--- config.mk ---
export PLATFORM = sky130hd
export DESIGN_NAME = resolution_text_serializer
export DESIGN_NICKNAME = d
export VERILOG_FILES = /design/src/rtl/resolution_text_serializer.sv
export SDC_FILE = /design/constraint.sdc
export NUM_CORES = 1
export LEC_CHECK = 0
export BUFFER_PORTS_ARGS = -buffer_cell sky130_fd_sc_hd__buf_2
export CAP_MARGIN = 30
export CORE_MARGIN = 3
export CORE_UTILIZATION = 58
export CTS_BUF_LIST = sky130_fd_sc_hd__clkbuf_4 sky130_fd_sc_hd__clkbuf_8 sky130_fd_sc_hd__clkbuf_16
export DETAILED_ROUTE_END_ITERATION = 12
export GPL_TIMING_DRIVEN = 0
export PLACE_DENSITY = 0.95
export SETUP_SLACK_MARGIN = 0.5
export SLEW_MARGIN = 20
export SYNTH_ARGS = -nofsm -noshare
export SYNTH_HDL_FRONTEND = slang
export SYNTH_SLANG_ARGS = --single-unit
--- constraint.sdc ---
create_clock -name clock -period 4.2 [get_ports clock]
set_clock_uncertainty 0.2 [all_clocks]
set_input_delay 0.63 -clock clock [delete_from_list [all_inputs] [get_ports clock]]
set_output_delay 0.63 -clock clock [all_outputs]
set_load 0.02 [all_outputs]
--- src/rtl/resolution_text_serializer.sv ---
// Serializes one glyph row of a per-video-mode text string (e.g. "1920x1080") from an
// external registered ROM into a pixel stream with optional horizontal pixel repeat.
module resolution_text_serializer #(
  parameter int NUM_CHARS  = 10,
  parameter int GLYPH_W    = 8,
  parameter int ROW_ADDR_W = 4,
  parameter int MODE_W     = 2,
  parameter int NUM_MODES  = 3,
  // Derived: leave at its default.
  parameter int ROW_BITS   = NUM_CHARS * GLYPH_W
) (
  input  logic                         clock,
  input  logic                         reset,
  input  logic                         start,
  input  logic [MODE_W-1:0]            mode_id,
  input  logic [ROW_ADDR_W-1:0]        row,
  input  logic [1:0]                   scale,
  output logic [MODE_W+ROW_ADDR_W-1:0] rom_addr,
  input  logic [ROW_BITS-1:0]          rom_data,
  output logic                         pixel,
  output logic                         pixel_valid,
  output logic                         busy,
  output logic                         done,
  output logic                         mode_err
);

  localparam int BIT_CNT_W = $clog2(ROW_BITS);
  localparam logic [BIT_CNT_W-1:0] LAST_BIT = BIT_CNT_W'(ROW_BITS - 1);
  localparam logic [MODE_W:0] MODE_LIMIT = (MODE_W + 1)'(NUM_MODES);

  typedef enum logic [2:0] {
    IDLE,
    FETCH,
    LOAD,
    SHIFT,
    DONE
  } state_t;

  state_t                state;
  state_t                state_next;
  logic [ROW_BITS-1:0]   shreg;
  logic [BIT_CNT_W-1:0]  bit_cnt;
  logic [1:0]            rep_cnt;
  logic [1:0]            scale_q;
  logic                  mode_ok_q;
  logic                  mode_ok;
  logic                  last_hold;

  assign mode_ok   = ({1'b0, mode_id} < MODE_LIMIT);
  assign last_hold = (rep_cnt == scale_q) && (bit_cnt == LAST_BIT);

  // NOTE: sequential state uses non-blocking assignments so every flop samples pre-edge values.
  always_ff @(posedge clock) begin
    if (reset) begin
      state <= IDLE;
    end else begin
      state <= state_next;
    end
  end

  // NOTE: state_next gets its default first so no path through the case can infer a latch.
  always_comb begin
    state_next = state;
    case (state)
      IDLE:    if (start) state_next = FETCH;
      FETCH:   state_next = LOAD;
      LOAD:    state_next = SHIFT;
      SHIFT:   if (last_hold) state_next = DONE;
      DONE:    state_next = IDLE;
      default: state_next = IDLE;
    endcase
  end

  assign busy = (state == FETCH) || (state == LOAD) || (state == SHIFT);
  assign done = (state == DONE);

  // The ROM address register doubles as the latched {mode,row} of the request.
  always_ff @(posedge clock) begin
    if (reset) begin
      rom_addr    <= '0;
      scale_q     <= '0;
      mode_ok_q   <= 1'b0;
      mode_err    <= 1'b0;
      shreg       <= '0;
      bit_cnt     <= '0;
      rep_cnt     <= '0;
      pixel       <= 1'b0;
      pixel_valid <= 1'b0;
    end else begin
      mode_err <= 1'b0;
      case (state)
        IDLE: begin
          if (start) begin
            rom_addr  <= {mode_id, row};
            scale_q   <= scale;
            mode_ok_q <= mode_ok;
            mode_err  <= !mode_ok;
          end
        end
        LOAD: begin
          // Unsupported modes still run full timing, just with a blank row.
          shreg       <= mode_ok_q ? rom_data : '0;
          pixel       <= mode_ok_q & rom_data[ROW_BITS-1];
          pixel_valid <= 1'b1;
          bit_cnt     <= '0;
          rep_cnt     <= '0;
        end
        SHIFT: begin
          if (rep_cnt == scale_q) begin
            rep_cnt <= '0;
            if (bit_cnt == LAST_BIT) begin
              pixel       <= 1'b0;
              pixel_valid <= 1'b0;
            end else begin
              shreg   <= shreg << 1;
              bit_cnt <= bit_cnt + 1'b1;
              pixel   <= shreg[ROW_BITS-2];
            end
          end else begin
            rep_cnt <= rep_cnt + 1'b1;
          end
        end
        default: ;
      endcase
    end
  end

endmodule

==> flow_metrics.tcl <==
set metrics [dict create \
    syn_area_per_cell_um2 8.994 \
    cts_tree "built" \
    layout_min_cycle_time_ps 2367 \
    fp.dieW_um 94.85 \
    antenna_found_initial 0 \
    portBuffers 101 \
    cts-root-buf "clkbuf_8" \
    grt_pass1_wl_mm 20.77 \
    vias 4694 \
    ctsHoldBuffers 0 \
    drt-total-wl_mm 12.81 \
    drt_iter0_drc 300 \
    multi_input_area_mm2 0.002246 \
    post-place-cells 709 \
    grt_max_degree 17 \
    leakage_nw 1.863 \
    firstDrtPassIters 5 \
    p_total_w 0.002158 \
    drc 0 \
    hold_viol 0 \
    crit_type "flip-flop to flip-flop" \
    antenna_left 0 \
    whs_path_depth 2 \
    clk_path_buf_depth 2 \
    start_util 0.6148 \
    fin_area_mm2 0.005391 \
    synthCells 509 \
    crit_arrival_ps 2450 \
    synth-seq-cells 103 \
    pin_count 102 \
    avgViaCountPerCell 6.474 \
    final_cells 725 \
    place_area_mm2 0.005207 \
    ys_seq_area_frac 0.4504 \
    die_y_um 94.85 \
    vdd_drop_max_mv 0.2574 \
    end_kind "flip-flop" \
    ff2ff_path_depth 6 \
    routabilityCongestion 0.9022 \
    cts.clk_slew.worst_paths_ps 100 \
    wire_per_inst_um 17.66 \
    grt_overflow 0 \
    htree_num_levels 3 \
    diodes 0 \
    path_max_fanout 10 \
    period_share 0.5635 \
    whs_ps 263.1 \
    synth_fp_nets 601 \
    seq_area_mm2 0.002062 \
    cts-resized-gates 0 \
    cts_buffers 9 \
    power_density_mw_per_mm2 400.3 \
    die-area_mm2 0.008996 \
    worstMarginPinSlew_ps 825.7 \
    synthesis.area_mm2 0.004578 \
    status "finished clean" \
    cts_num_sinks 103 \
    layout.nets 713 \
    maxCapViolCount 0 \
    finalSetupViolCount 0 \
    layout-drive-gt1-share 0.2284 \
    critPathLaunchType "flip-flop" \
    area_growth_pct 17.76 \
    max_slew_margin 0.4481 \
    grt_pass1_vias 4344 \
    yosys_warnings 0 \
    drv_slew 0 \
    tns_ps 0 \
    hp-class "flip-flop to flip-flop" \
    fp-row-count 31 \
    grt_usage 0.2895 \
    yosysUniqueCellTypes 43 \
    rsz0062_at_grt "false" \
    nFillCells 563 \
    postCtsSetupRepairBufs 0 \
    clk_latency_ps 380 \
    dp_hpwl_mm 8.946 \
    fmax_mhz 422.5 \
    crit_required_ps 4280 \
    core_area_mm2 0.007447 \
]
[registers in the layout (all words and copies together), names as in the netlist]
| name | count |
|---|---|
| bit_cnt | 7 |
| rom_addr | 6 |
| mode_ok_q | 1 |
| mode_err | 1 |
| state | 3 |
| scale_q | 2 |
| pixel | 1 |
| shreg | 79 |
| pixel_valid | 1 |
| rep_cnt | 2 |
[cells by family (layout without fill, tap and decap cells)]
family	count (synthesis)	in the layout	share of synthesized area
flops	103	103	0.4504
fa+ha+maj	1	1	0.002733
compound gates	273	273	0.4042
simple gates	67	67	0.07598
buf+inv	61	178	0.05903
xor+xnor	4	4	0.007654
[critical path, stage by stage, from the launching register on]
cell and delay, ps:
dfxtp_1 370, ha_1 290, and4bb_4 260, a31oi_4 310, clkbuf_1 390, a21oi_1 150
a211oi_1 290
[power breakdown]
group,switching [W],internal (W),total (W),leakage [nW]
Combinational,0.000272,0.000179,0.000450,0.932
Sequential,0.0000518,0.00107,0.00112,0.844
Clock,0.000345,0.000246,0.000591,0.0873
[placed cells by master, fill, tap and decap left out, types with 2 or more instances in the layout]
master and instances:
a211oi_1 80, a21oi_1 91, a22oi_1 78, a311oi_1 2, a31oi_1 7, a32oi_1 2, and2_1 2, buf_2 116
buf_4 2, buf_6 2, clkbuf_1 39, clkbuf_8 11, clkinv_2 2, clkinvlp_4 3, dfxtp_1 103, inv_1 2
nand2_1 32, nand3_1 5, nand4_1 2, nor2_1 5, nor2b_1 2, nor3_1 3, o211ai_1 3, o21ai_0 3
or3_1 5, or4_1 2, xnor2_1 2, xor2_1 2
[Yosys cell counts]
cell / count / area share
dfxtp_1: 103 / 0.45
xor2_1: 2 / 0.0038
a211o_4: 1 / 0.0038
a2111o_1: 1 / 0.0025
buf_6: 2 / 0.0049
a2111oi_0: 1 / 0.0019
nand3b_1: 1 / 0.0016
xnor2_1: 2 / 0.0038
nand4_1: 2 / 0.0027
or4_1: 2 / 0.0033
or3_1: 5 / 0.0068
o21ai_2: 1 / 0.0019
a211oi_1: 80 / 0.13
a21oi_1: 91 / 0.099
and4bb_4: 1 / 0.0036
buf_2: 15 / 0.016
and2_1: 2 / 0.0027
a41oi_1: 1 / 0.0019
o211ai_1: 3 / 0.0049
nand2b_1: 1 / 0.0014
nor3_1: 3 / 0.0033
ha_1: 1 / 0.0027
a32oi_1: 2 / 0.0038
o21ai_0: 3 / 0.0033
buf_1: 1 / 0.00082
nand2_1: 32 / 0.026
nor2_1: 5 / 0.0041
clkbuf_1: 39 / 0.032
nand3_1: 5 / 0.0055
a31oi_4: 1 / 0.0046
nor3b_1: 1 / 0.0016
a22oi_1: 78 / 0.13
nor4b_2: 1 / 0.0033
buf_4: 2 / 0.0033
and4_1: 1 / 0.0019
inv_1: 2 / 0.0016
nand4b_1: 1 / 0.0019
nor2b_1: 2 / 0.0027
or3b_2: 1 / 0.0019
a21oi_4: 1 / 0.0036
nor4_1: 1 / 0.0014
a311oi_1: 2 / 0.0038
a31oi_1: 7 / 0.0096
[per-stage QoR]
step / utilization / worst slack (ps)
floorplan: - / 2162
global placement: 0.6993 / 1921
detailed placement: 0.6993 / 1901
CTS: 0.7240 / 1873
global route: 0.7240 / 1722
finish: 0.7240 / 1833
[routing by layer]
layer,part of all wire,wire length [um],vias to the layer above,track usage
met5,0,0,-,0
met4,0.022,288,0,0.09495
met3,0.091,1163,31,0.07570
met2,0.48,6141,238,0.4756
met1,0.41,5213,2212,0.3704
li1,-,-,2213,-
[area by class of cell]
cell class | count | share of cell area
Tap cell | 99 | 0.02298
Clock buffer | 11 | 0.02808
Timing Repair Buffer | 101 | 0.09376
Buffer | 59 | 0.04874
Inverter | 2 | 0.001392
Multi-Input combinational cell | 345 | 0.4166
Clock inverter | 5 | 0.006034
Sequential cell | 103 | 0.3825
[worst paths after layout]
path	startpoint	end	slack, ps
max	bit_cnt[0]$_SDFFE_PP0P_	shreg[72]$_SDFFE_PP0P_	1830
min	rom_addr[2]$_SDFFE_PP0P_	rom_addr[2]$_SDFFE_PP0P_	260
min reg2reg	rom_addr[2]$_SDFFE_PP0P_	rom_addr[2]$_SDFFE_PP0P_	260
max reg2reg	bit_cnt[0]$_SDFFE_PP0P_	shreg[72]$_SDFFE_PP0P_	1830
Note: power is estimated with default switching activity, not from simulation.
